[src/rtl/uart_tx_arbiter.sv]
// uart_tx_arbiter: round-robin share of one uart_tx among NUM_REQ byte producers.
// Optional packet lock when UART_ARB_LOCK_EN is defined.
module uart_tx_arbiter #(
  parameter int NUM_REQ = 4
) (
  input  logic                 clk,
  input  logic                 reset,
  input  logic [NUM_REQ-1:0]   req,
  input  logic [8*NUM_REQ-1:0] req_data,
  input  logic [NUM_REQ-1:0]   req_last,
  output logic [NUM_REQ-1:0]   req_ack,
  output logic [NUM_REQ-1:0]   grant,
  output logic                 busy,
  output logic [7:0]           tx_data,
  output logic                 tx_valid,
  input  logic                 tx_done
);

  localparam int IW = (NUM_REQ > 1) ? $clog2(NUM_REQ) : 1;
  localparam logic [IW-1:0] PTR_RST = IW'(NUM_REQ - 1);

  typedef enum logic [1:0] {
    IDLE,
    SEND,
    RELEASE,
    ACK
  } state_t;

  state_t             state_q, state_d;
  logic [NUM_REQ-1:0] grant_q, grant_d;
  logic [NUM_REQ-1:0] ack_q, ack_d;
  logic [7:0]         data_q, data_d;
  logic               valid_q, valid_d;
  logic               last_q, last_d;
  logic               lock_q, lock_d;
  logic [IW-1:0]      ptr_q, ptr_d;
  logic [IW-1:0]      gidx_q, gidx_d;
  logic [1:0]         sync_q;
  logic               done_s;

  logic [NUM_REQ-1:0] elig;
  logic               hit;
  logic [IW-1:0]      pick;
  logic [NUM_REQ-1:0] pick_oh;
  logic [7:0]         sel_data;
  logic               sel_last;

  assign done_s   = sync_q[1];
  assign req_ack  = ack_q;
  assign grant    = grant_q;
  assign tx_data  = data_q;
  assign tx_valid = valid_q;
  assign busy     = (state_q != IDLE);

  // tx_done comes from the baud domain: two-flop synchronizer
  always_ff @(posedge clk) begin
    if (reset) begin
      sync_q <= 2'b00;
    end else begin
      sync_q <= {sync_q[0], tx_done};
    end
  end

  // Round-robin pick: indices above the pointer first, then wrap to 0
  always_comb begin
    elig = lock_q ? (req & grant_q) : req;
    hit  = 1'b0;
    pick = '0;
    for (int j = 0; j < NUM_REQ; j++) begin
      if (!hit && elig[j] && (IW'(j) > ptr_q)) begin
        hit  = 1'b1;
        pick = IW'(j);
      end
    end
    for (int j = 0; j < NUM_REQ; j++) begin
      if (!hit && elig[j] && (IW'(j) <= ptr_q)) begin
        hit  = 1'b1;
        pick = IW'(j);
      end
    end
  end

  // Mux the picked requester's byte, last flag and one-hot grant
  always_comb begin
    sel_data = 8'h00;
    sel_last = 1'b0;
    pick_oh  = '0;
    for (int j = 0; j < NUM_REQ; j++) begin
      if (pick == IW'(j)) begin
        sel_data   = req_data[8*j +: 8];
        sel_last   = req_last[j];
        pick_oh[j] = 1'b1;
      end
    end
  end

  // Next-state and output decode for the grant/handshake FSM
  always_comb begin
    state_d = state_q;
    grant_d = grant_q;
    ack_d   = '0;
    data_d  = data_q;
    valid_d = valid_q;
    last_d  = last_q;
    lock_d  = lock_q;
    ptr_d   = ptr_q;
    gidx_d  = gidx_q;
    unique case (state_q)
      IDLE: begin
        if (hit) begin
          grant_d = pick_oh;
          gidx_d  = pick;
          data_d  = sel_data;
          valid_d = 1'b1;
          last_d  = sel_last;
          state_d = SEND;
        end
      end
      SEND: begin
        if (done_s) begin
          valid_d = 1'b0;
          state_d = RELEASE;
        end
      end
      RELEASE: begin
        if (!done_s) begin
          ack_d   = grant_q;
          state_d = ACK;
        end
      end
      ACK: begin
        ptr_d   = gidx_q;
        grant_d = '0;
        lock_d  = 1'b0;
        state_d = IDLE;
`ifdef UART_ARB_LOCK_EN
        if (!last_q) begin
          lock_d  = 1'b1;
          grant_d = grant_q;
        end
`endif
      end
      default: begin
        state_d = IDLE;
        grant_d = '0;
        valid_d = 1'b0;
        lock_d  = 1'b0;
      end
    endcase
  end

`ifndef UART_ARB_LOCK_EN
  logic unused_last;
  assign unused_last = last_q;
`endif

  // FSM state and registered outputs
  always_ff @(posedge clk) begin
    if (reset) begin
      state_q <= IDLE;
      grant_q <= '0;
      ack_q   <= '0;
      data_q  <= 8'h00;
      valid_q <= 1'b0;
      last_q  <= 1'b0;
      lock_q  <= 1'b0;
      ptr_q   <= PTR_RST;
      gidx_q  <= '0;
    end else begin
      state_q <= state_d;
      grant_q <= grant_d;
      ack_q   <= ack_d;
      data_q  <= data_d;
      valid_q <= valid_d;
      last_q  <= last_d;
      lock_q  <= lock_d;
      ptr_q   <= ptr_d;
      gidx_q  <= gidx_d;
    end
  end

endmodule

[config.mk]
export PLATFORM = sky130hd
export DESIGN_NAME = uart_tx_arbiter
export DESIGN_NICKNAME = d
export VERILOG_FILES = /design/src/rtl/uart_tx_arbiter.sv
export SDC_FILE = /design/constraint.sdc
export NUM_CORES = 1
export LEC_CHECK = 0
export CAP_MARGIN = 20
export CORE_MARGIN = 3
export CORE_UTILIZATION = 25
export DETAILED_ROUTE_END_ITERATION = 10
export PLACE_DENSITY = 0.63
export SLEW_MARGIN = 40
export SYNTH_ARGS = -nofsm -noshare
export SYNTH_HDL_FRONTEND = slang
export SYNTH_SLANG_ARGS = --single-unit
[constraint.sdc]
create_clock -name clk -period 3.15 [get_ports clk]
set_clock_uncertainty 0.15 [all_clocks]
set_input_delay 0.315 -clock clk [delete_from_list [all_inputs] [get_ports clk]]
set_output_delay 0.315 -clock clk [all_outputs]
set_load 0.01 [all_outputs]
### Word level (Yosys, flattened, before mapping)

Cells that the tools add are included.
W data, S select, Z words.

| word-level totals | value |
|---|---|
| register bits | 25 |
| input port bits | 43 |
| output and inout bits | 18 |
| word-level logic and storage cells | 90 |

| operators by class | value |
|---|---|
| $lt $le $gt $ge | 8 |
| equal/unequal tests | 9 |
| muxes and demuxes | 32 |
| bitwise gates (word level) | 1 |
| reduce and logical (&&, ||, !) cells | 32 |

Operators with widths:

| cell | number |
|---|---|
| $mux W8 | 4 |
| $mux W2 | 9 |
| $logic_and A1 B1 Y1 | 15 |
| $mux W1 | 15 |
| $eq A2 B2 Y1 const B | 4 |
| $pmux W2 S4 | 1 |
| $pmux W4 S2 | 1 |
| $logic_not A1 Y1 | 7 |
| $ne A2 B2 Y1 const B | 3 |
| $reduce_and A3 Y1 | 2 |
| $reduce_bool A2 Y1 | 3 |
| $eq A2 B1 Y1 const B | 2 |
| $gt A1 B2 Y1 const A | 2 |
| $gt A2 B2 Y1 const A | 2 |
| $le A1 B2 Y1 const A | 2 |
| $le A2 B2 Y1 const A | 2 |
| $logic_not A2 Y1 | 2 |
| $mux W4 | 1 |
| $reduce_and A2 Y1 | 2 |
| $reduce_or A3 Y1 | 1 |
| $pmux W1 S2 | 1 |
| $not A1 Y1 | 1 |

### Longest topological paths before layout

Gate-level depths: netlist (run 1).

| depth | value |
|---|---|
| word-level depth | 36 |
| mapped depth | 9 |
| gate-level depth less buffers | 7 |

### Least setup slack after synthesis (run 1)

Ideal clock, no wire load.

| path | value |
|---|---|
| path kind | register to register |
| from | register state_q[0] |
| to | register data_q[0] (netlist: tx_data[0]) |
| setup time | 0.134 ns |
| arrival time | 1.484 ns |
| data required time | 2.866 ns |
| setup slack | 1.382 ns |
| cell stages (with the launch flop) | 9 |
| path buffers | 1 |
| path through | dfxtp_1 -> inv_1 -> ha_1 -> inv_1 -> a21o_1 -> buf_2 -> a221o_1 -> a21oi_1 -> a211oi_1 |

| between the ends | value |
|---|---|
| longest elaborated chain between the ends | 2 |

Ends and longest elaborated chain:

| what | RTL line | source |
|---|---|---|
| start, declared | 29 | `state_t state_q, state_d;` |
| start signal, assigned | 170 | `state_q <= state_d;` |
| $logic_not A2 Y1 | 108 | `unique case (state_q)` |
| $reduce_and A2 Y1 (no source line) | -- |  |
| end signal, assigned | 173 | `data_q <= data_d;` |
| end, declared | 32 | `logic [7:0] data_q, data_d;` |

Every way passes these cells.
A chain may end at the register's enable or synchronous reset.

### Worst setup path after layout (run 1)

| path | value |
|---|---|
| from | input port req[1] |
| to | register data_q[3] (netlist: tx_data[3]) |

| between the ends | value |
|---|---|
| longest elaborated chain between the ends | 32 |

Ends and longest elaborated chain:

| what | RTL line | source |
|---|---|---|
| start, declared | 8 | `input logic [NUM_REQ-1:0] req,` |
| $logic_and A1 B1 Y1 (2 in series) | 70 | `if (!hit && elig[j] && (IW'(j) > ptr_q)) begin` |
| $mux W1 | 70 |  |
| $logic_not A1 Y1 | 70 |  |
| $logic_and A1 B1 Y1 (2 in series) | 70 |  |
| $mux W1 | 70 |  |
| $logic_not A1 Y1 | 70 |  |
| $logic_and A1 B1 Y1 (2 in series) | 70 |  |
| $mux W1 | 70 |  |
| (+8 left out) | -- |  |
| $logic_not A1 Y1 | 76 | `if (!hit && elig[j] && (IW'(j) <= ptr_q)) begin` |
| $logic_and A1 B1 Y1 (2 in series) | 76 |  |
| $mux W1 | 76 |  |
| $logic_not A1 Y1 | 76 |  |
| $logic_and A1 B1 Y1 (2 in series) | 76 |  |
| $mux W2 | 76 |  |
| $logic_not A2 Y1 | 89 | `if (pick == IW'(j)) begin` |
| $mux W8 (4 in series) | 89 |  |

Several ways; a longest one is shown, not always the timed one.

==> impl_metrics.tcl, run 1 <==
set metrics [dict create \
    die_area_mm2 0.00670 \
    r2r_start "state_q[0]" \
    synth_warnings 0 \
    numCtsBuffers 3 \
    hold_viol_final 0 \
    async_reset_ff_frac 0 \
    drc 0 \
    insertion_delay_ps 270 \
    yosysTopAreaCell "dfxtp_1" \
    drt_iter0_markers 143 \
    synthTopCellsByCount "25 x dfxtp_1, 18 x nor2_1, 10 x a211oi_1, 10 x a21oi_1, 9 x a22oi_1" \
    antenna_found_initial 0 \
    vdd_drop_max_uv 252 \
    rr_worst_depth 8 \
    syn_area_mm2 0.00144 \
    crit_path_end "tx_data[3]" \
    grt_overflow 0 \
    cts_tree "yes" \
    cp_data_required_time_ps 3190 \
    die_y_um 81.8 \
    drive_gt1_frac 0.0691 \
    ioPinCount 61 \
    area_delta_synth_final_pct 45.5 \
    synthDistinctLibCells 43 \
    startpoint "req[1]" \
    placement.io_buffers 56 \
    worstSetupPathType "in -> reg" \
    start_util 0.269 \
    hold_class "reg -> reg" \
    syn_nets 212 \
    tightestPinTransition_ps 667 \
    finalInstanceArea_mm2 0.00209 \
    post-cts-setup-buffer-count 0 \
    dp_hpwl_um 3120 \
    path_max_fanout 15 \
    fin_hold_ws_ps 303 \
    clkTransAtPathRegs_ps 90 \
    placed_cell_area_mm2 0.00204 \
    yosysMostFrequentCell "dfxtp_1" \
    worstReg2RegEnd "tx_data[3]" \
    syn-mean-instance-area_um2 8.77 \
    drt_wl_total_um 4070 \
    grt_start_max_net_pins 17 \
    arrival_ps 2280 \
    rows 26 \
    viasPerCell 4.84 \
    clk_root_buffer_cell "clkbuf_8" \
    netlist_instances 164 \
    postCtsResizedCells 0 \
    drtAntennaViolNets 0 \
    yosysTopAreaCellShare 0.348 \
    ys.flop_type "dfxtp_1" \
    ys_ff_latch 25 \
    synthTopCellsByArea "dfxtp_1 35%, a211oi_1 5.2%, a22oi_1 4.7%" \
    grt_pass1_vias 1363 \
    die_w_um 81.8 \
    drv_slew 0 \
    power.leakage_uw 0.000779 \
    grt_usage 0.126 \
    max-cap-violations 0 \
    grt_pass1_wl_um 6480 \
    rsz0062_at_grt "no" \
    crit_path_end_kind "register" \
    pwr_density_cell_mw_per_mm2 638 \
    fin_crit_sh 0.713 \
    setup_tns_ps 0 \
    ys_seq_area_frac 0.348 \
    r2r_slack_ps 1060 \
    cts_buffer_depth 2 \
    cts_hold_buf 0 \
    h-tree-depth 1 \
    setup_viol 0 \
    relSlewSlack 0.551 \
    final_util 0.392 \
    coreArea_mm2 0.00534 \
    numClockSinks 25 \
    status "complete, no violations" \
    antenna_cells 0 \
    synth-edff-count 0 \
    dr.pass1.iters 4 \
    gp_congestion 0.767 \
    layout.nets 266 \
    start_kind "input port" \
    num_vias 1389 \
    max_freq_mhz 445 \
    wl_per_cell_um 14.2 \
    fin_crit_ps 2240 \
]
==> worst min-delay path by stage <==
| stage | from | cells after the start | end | slack (ps) |
|---|---|---|---|---|
| final | sync_q[0] | 1 | sync_q[1] | 300 |
| after detailed placement | sync_q[0] | 1 | sync_q[1] | 290 |
| after global placement | sync_q[0] | 1 | sync_q[1] | 270 |
| after floorplan | reset | 1 | sync_q[1] | 240 |
| after CTS | sync_q[0] | 1 | sync_q[1] | 310 |
| after global routing | sync_q[0] | 1 | sync_q[1] | 320 |
==> layout make-up <==
| cell class | count | area (µm²) |
|---|---|---|
| clock inverter | 1 | 7.51 |
| multi-input combinational | 121 | 835 |
| timing repair buffer | 61 | 598 |
| fill | 563 | 3240 |
| tap | 70 | 87.6 |
| sequential | 25 | 500 |
| inverter | 6 | 22.5 |
| clock buffer | 3 | 41.3 |
==> metrics by stage <==
| stage | power [µW] | setup WS (ps) | instances |
|---|---|---|---|
| floorplan | 889 | 1380 | 164 |
| global placement | 1140 | 635 | 283 |
| detailed placement | 1150 | 605 | 283 |
| CTS | 1350 | 886 | 287 |
| global route | 1450 | 677 | 287 |
| finish | 1330 | 905 | 287 |
==> worst max-delay path, cell delays in order <==
cell and delay [ps]:
clkdlybuf4s50_1 610, nor2_2 300, a21o_1 470, buf_4 220, nor2_1 40, o2bb2ai_1 110, a211oi_1 200
==> kinds of logic after synthesis <==
kind of cell / after synthesis / synth area share
AOI/OAI and AO/OA: 64 / 0.352
muxes: 1 / 0.00696
and+or+nand+nor: 51 / 0.178
buffers and inverters: 18 / 0.0714
DFF: 25 / 0.348
adders and majority gates: 5 / 0.0435
==> layer usage <==
layer  wire length (µm)  track usage  part of all wire  vias to the layer above
met3                355       0.0395             0.087                        2
met2               1860        0.204              0.46                       44
met1               1840        0.162              0.45                      621
met5                  0            0                 0                        -
li1                   -            -                 -                      722
met4                 15       0.0299            0.0037                        0
==> report_power, final <==
| group | leakage [µW] | total (µW) | internal, µW | switching [µW] |
|---|---|---|---|---|
| registers | 0.000205 | 453 | 389 | 63.7 |
| clock network | 0.0000217 | 196 | 89.6 | 106 |
| logic | 0.000552 | 686 | 341 | 345 |
| total | 0.000779 | 1330 | 820 | 515 |
==> flip-flops by register name, indices dropped and copies added (netlist names) <==
| signal | flops |
|---|---|
| tx_data | 8 |
| grant | 4 |
| req_ack | 4 |
| gidx_q | 2 |
| ptr_q | 2 |
| state_q | 2 |
| sync_q | 2 |
| tx_valid | 1 |
==> cells in the final DEF, fill, tap and decap left out, types with 2 or more instances in the layout <==
cell type | netlist | layout
clkbuf_8 | 0 | 3
and2_1 | 5 | 5
nor2b_1 | 7 | 7
clkdlybuf4s50_1 | 0 | 56
buf_4 | 4 | 5
nand2b_1 | 3 | 3
o21a_1 | 2 | 2
a221oi_1 | 4 | 4
a221o_1 | 3 | 3
o221ai_1 | 3 | 3
ha_1 | 5 | 5
dfxtp_1 | 25 | 25
nor2_1 | 18 | 18
a211o_1 | 2 | 2
or2_1 | 2 | 2
nand3_1 | 2 | 2
a211oi_1 | 10 | 10
inv_1 | 6 | 6
a22oi_1 | 9 | 9
o21ai_0 | 3 | 3
o2bb2ai_1 | 4 | 4
a2bb2oi_1 | 3 | 3
nand2_1 | 7 | 7
a21oi_1 | 10 | 10
o211ai_1 | 2 | 2
Power figures use the tool's default switching activity.
==> run 2: changes to the inputs <==
- clock period: 3.15 -> 2.2 ns (I/O delays scaled with it)
==> impl_metrics.tcl, run 2 (synthesis gave the netlist of run 1 again) <==
set metrics [dict create \
    setup_viol 0 \
    start_kind "register" \
    grt_pass1_wl_um 6910 \
    drc 0 \
    clkTransAtPathRegs_ps 90 \
    grt_start_max_net_pins 22 \
    wl_per_cell_um 14.2 \
    die_area_mm2 0.00670 \
    status "complete, no violations" \
    max-cap-violations 0 \
    grt_overflow 0 \
    finalNonFillerCells 302 \
    numCtsBuffers 3 \
    rows 26 \
    vdd_drop_max_uv 492 \
    worstPathCellList "inv_1, ha_1, inv_1, clkdlybuf4s50_1" \
    p_clk_frac 0.142 \
    ioPinCount 61 \
    area_delta_synth_final_pct 53.4 \
    crit_path_end_kind "output pin" \
    viasPerCell 4.86 \
    die_y_um 81.8 \
    cts_hold_buf 0 \
    drive_gt1_frac 0.129 \
    worstSetupPathType "reg -> out" \
    path_common_cell "inv_1" \
    p_seq_frac 0.320 \
    cts_buffer_depth 2 \
    relSlewSlack 0.709 \
    power.leakage_uw 0.000853 \
    fin_crit_ps 2080 \
    tightestPinTransition_ps 436 \
    arrival_ps 1710 \
    numClockSinks 25 \
    crit_buf_inv 3 \
    start_util 0.269 \
    cp_data_required_time_ps 1830 \
    dpl.cell_count 298 \
    antenna_found_initial 0 \
    fin_crit_sh 0.947 \
    gp_congestion 0.815 \
    hold_viol_final 0 \
    clk_root_buffer_cell "clkbuf_8" \
    coreArea_mm2 0.00534 \
    grt_usage 0.135 \
    path_max_fanout 4 \
    dp_hpwl_um 3340 \
    drtAntennaViolNets 0 \
    layout.nets 281 \
    swShare 0.378 \
    postCtsResizedCells 0 \
    cts_tree "yes" \
    drv_slew 0 \
    antenna_cells 0 \
    die_w_um 81.8 \
    drt_iter0_markers 60 \
    cp_top_family "buffers and inverters" \
    fill_cells 579 \
    num_vias 1469 \
    h-tree-depth 1 \
    placement.io_buffers 56 \
    final_cell_mix "56 x clkdlybuf4s50_1, 25 x dfxtp_1, 20 x buf_4" \
    p_sw_uw 763 \
    post-cts-setup-buffer-count 0 \
    rsz0062_at_grt "no" \
    comb_power_share 0.539 \
    pwr_density_cell_mw_per_mm2 916 \
    fin_hold_ws_ps 295 \
    insertion_delay_ps 270 \
    crit_slowest_cell "clkdlybuf4s50_1" \
    dr.pass1.iters 4 \
    hold_class "reg -> reg" \
    power.internal_uw 1260 \
    drt_wl_total_um 4290 \
    cpPeakStageDelay_ps 560 \
    max_freq_mhz 480 \
    final_common_cell "clkdlybuf4s50_1" \
    grt_pass1_vias 1462 \
    largest_reg_flops 8 \
]
-- run 2: final cells by class --
cell class	instances	area (µm²)	share of cell area
Clock inverter	1	7.51	0.00341
Multi-Input combinational cell	121	835	0.379
Tap cell	70	87.6	0.0397
Clock buffer	3	41.3	0.0187
Sequential cell	25	500	0.227
Timing Repair Buffer	76	711	0.322
Inverter	6	22.5	0.0102
-- run 2: stage by stage --
step / total power (µW) / utilization / TNS [ps] / setup slack [ps] / instance area, µm²
3_5_place_dp: 1740 / 0.404 / -183 / -64.0 / 2160
2_1_floorplan: 1270 / - / 0 / 432 / 1440
3_3_place_gp: 1730 / 0.404 / -32.1 / -32.1 / 2160
5_1_grt: 2180 / 0.413 / 0 / 1.20 / 2200
4_1_cts: 2030 / 0.413 / 0 / 100 / 2200
6_report: 2020 / 0.413 / 0 / 117 / 2200
-- run 2: worst paths after layout --
path,start,end,slack [ps],cells after the start
max,state_q[0],busy,120,4
min reg2reg,sync_q[0],sync_q[1],300,1
min,sync_q[0],sync_q[1],300,1
max reg2reg,state_q[0],tx_data[7],240,8
-- run 2: power groups by stage --
stage,Sequential [µW],Clock [µW],Combinational (µW)
CTS,646,293,1090
finish,645,286,1090
detailed placement,655,0,1090
global route,663,309,1210
global placement,654,0,1070
floorplan,664,0,609
-- run 2: per-layer routing --
metal  routed length, µm  vias to the layer above  GRT usage
li1                    -                      749          -
met1                1840                      672      0.159
met2                2070                       43      0.236
met3                 337                        5     0.0362
met4                  46                        0     0.0432
met5                   0                        -          0
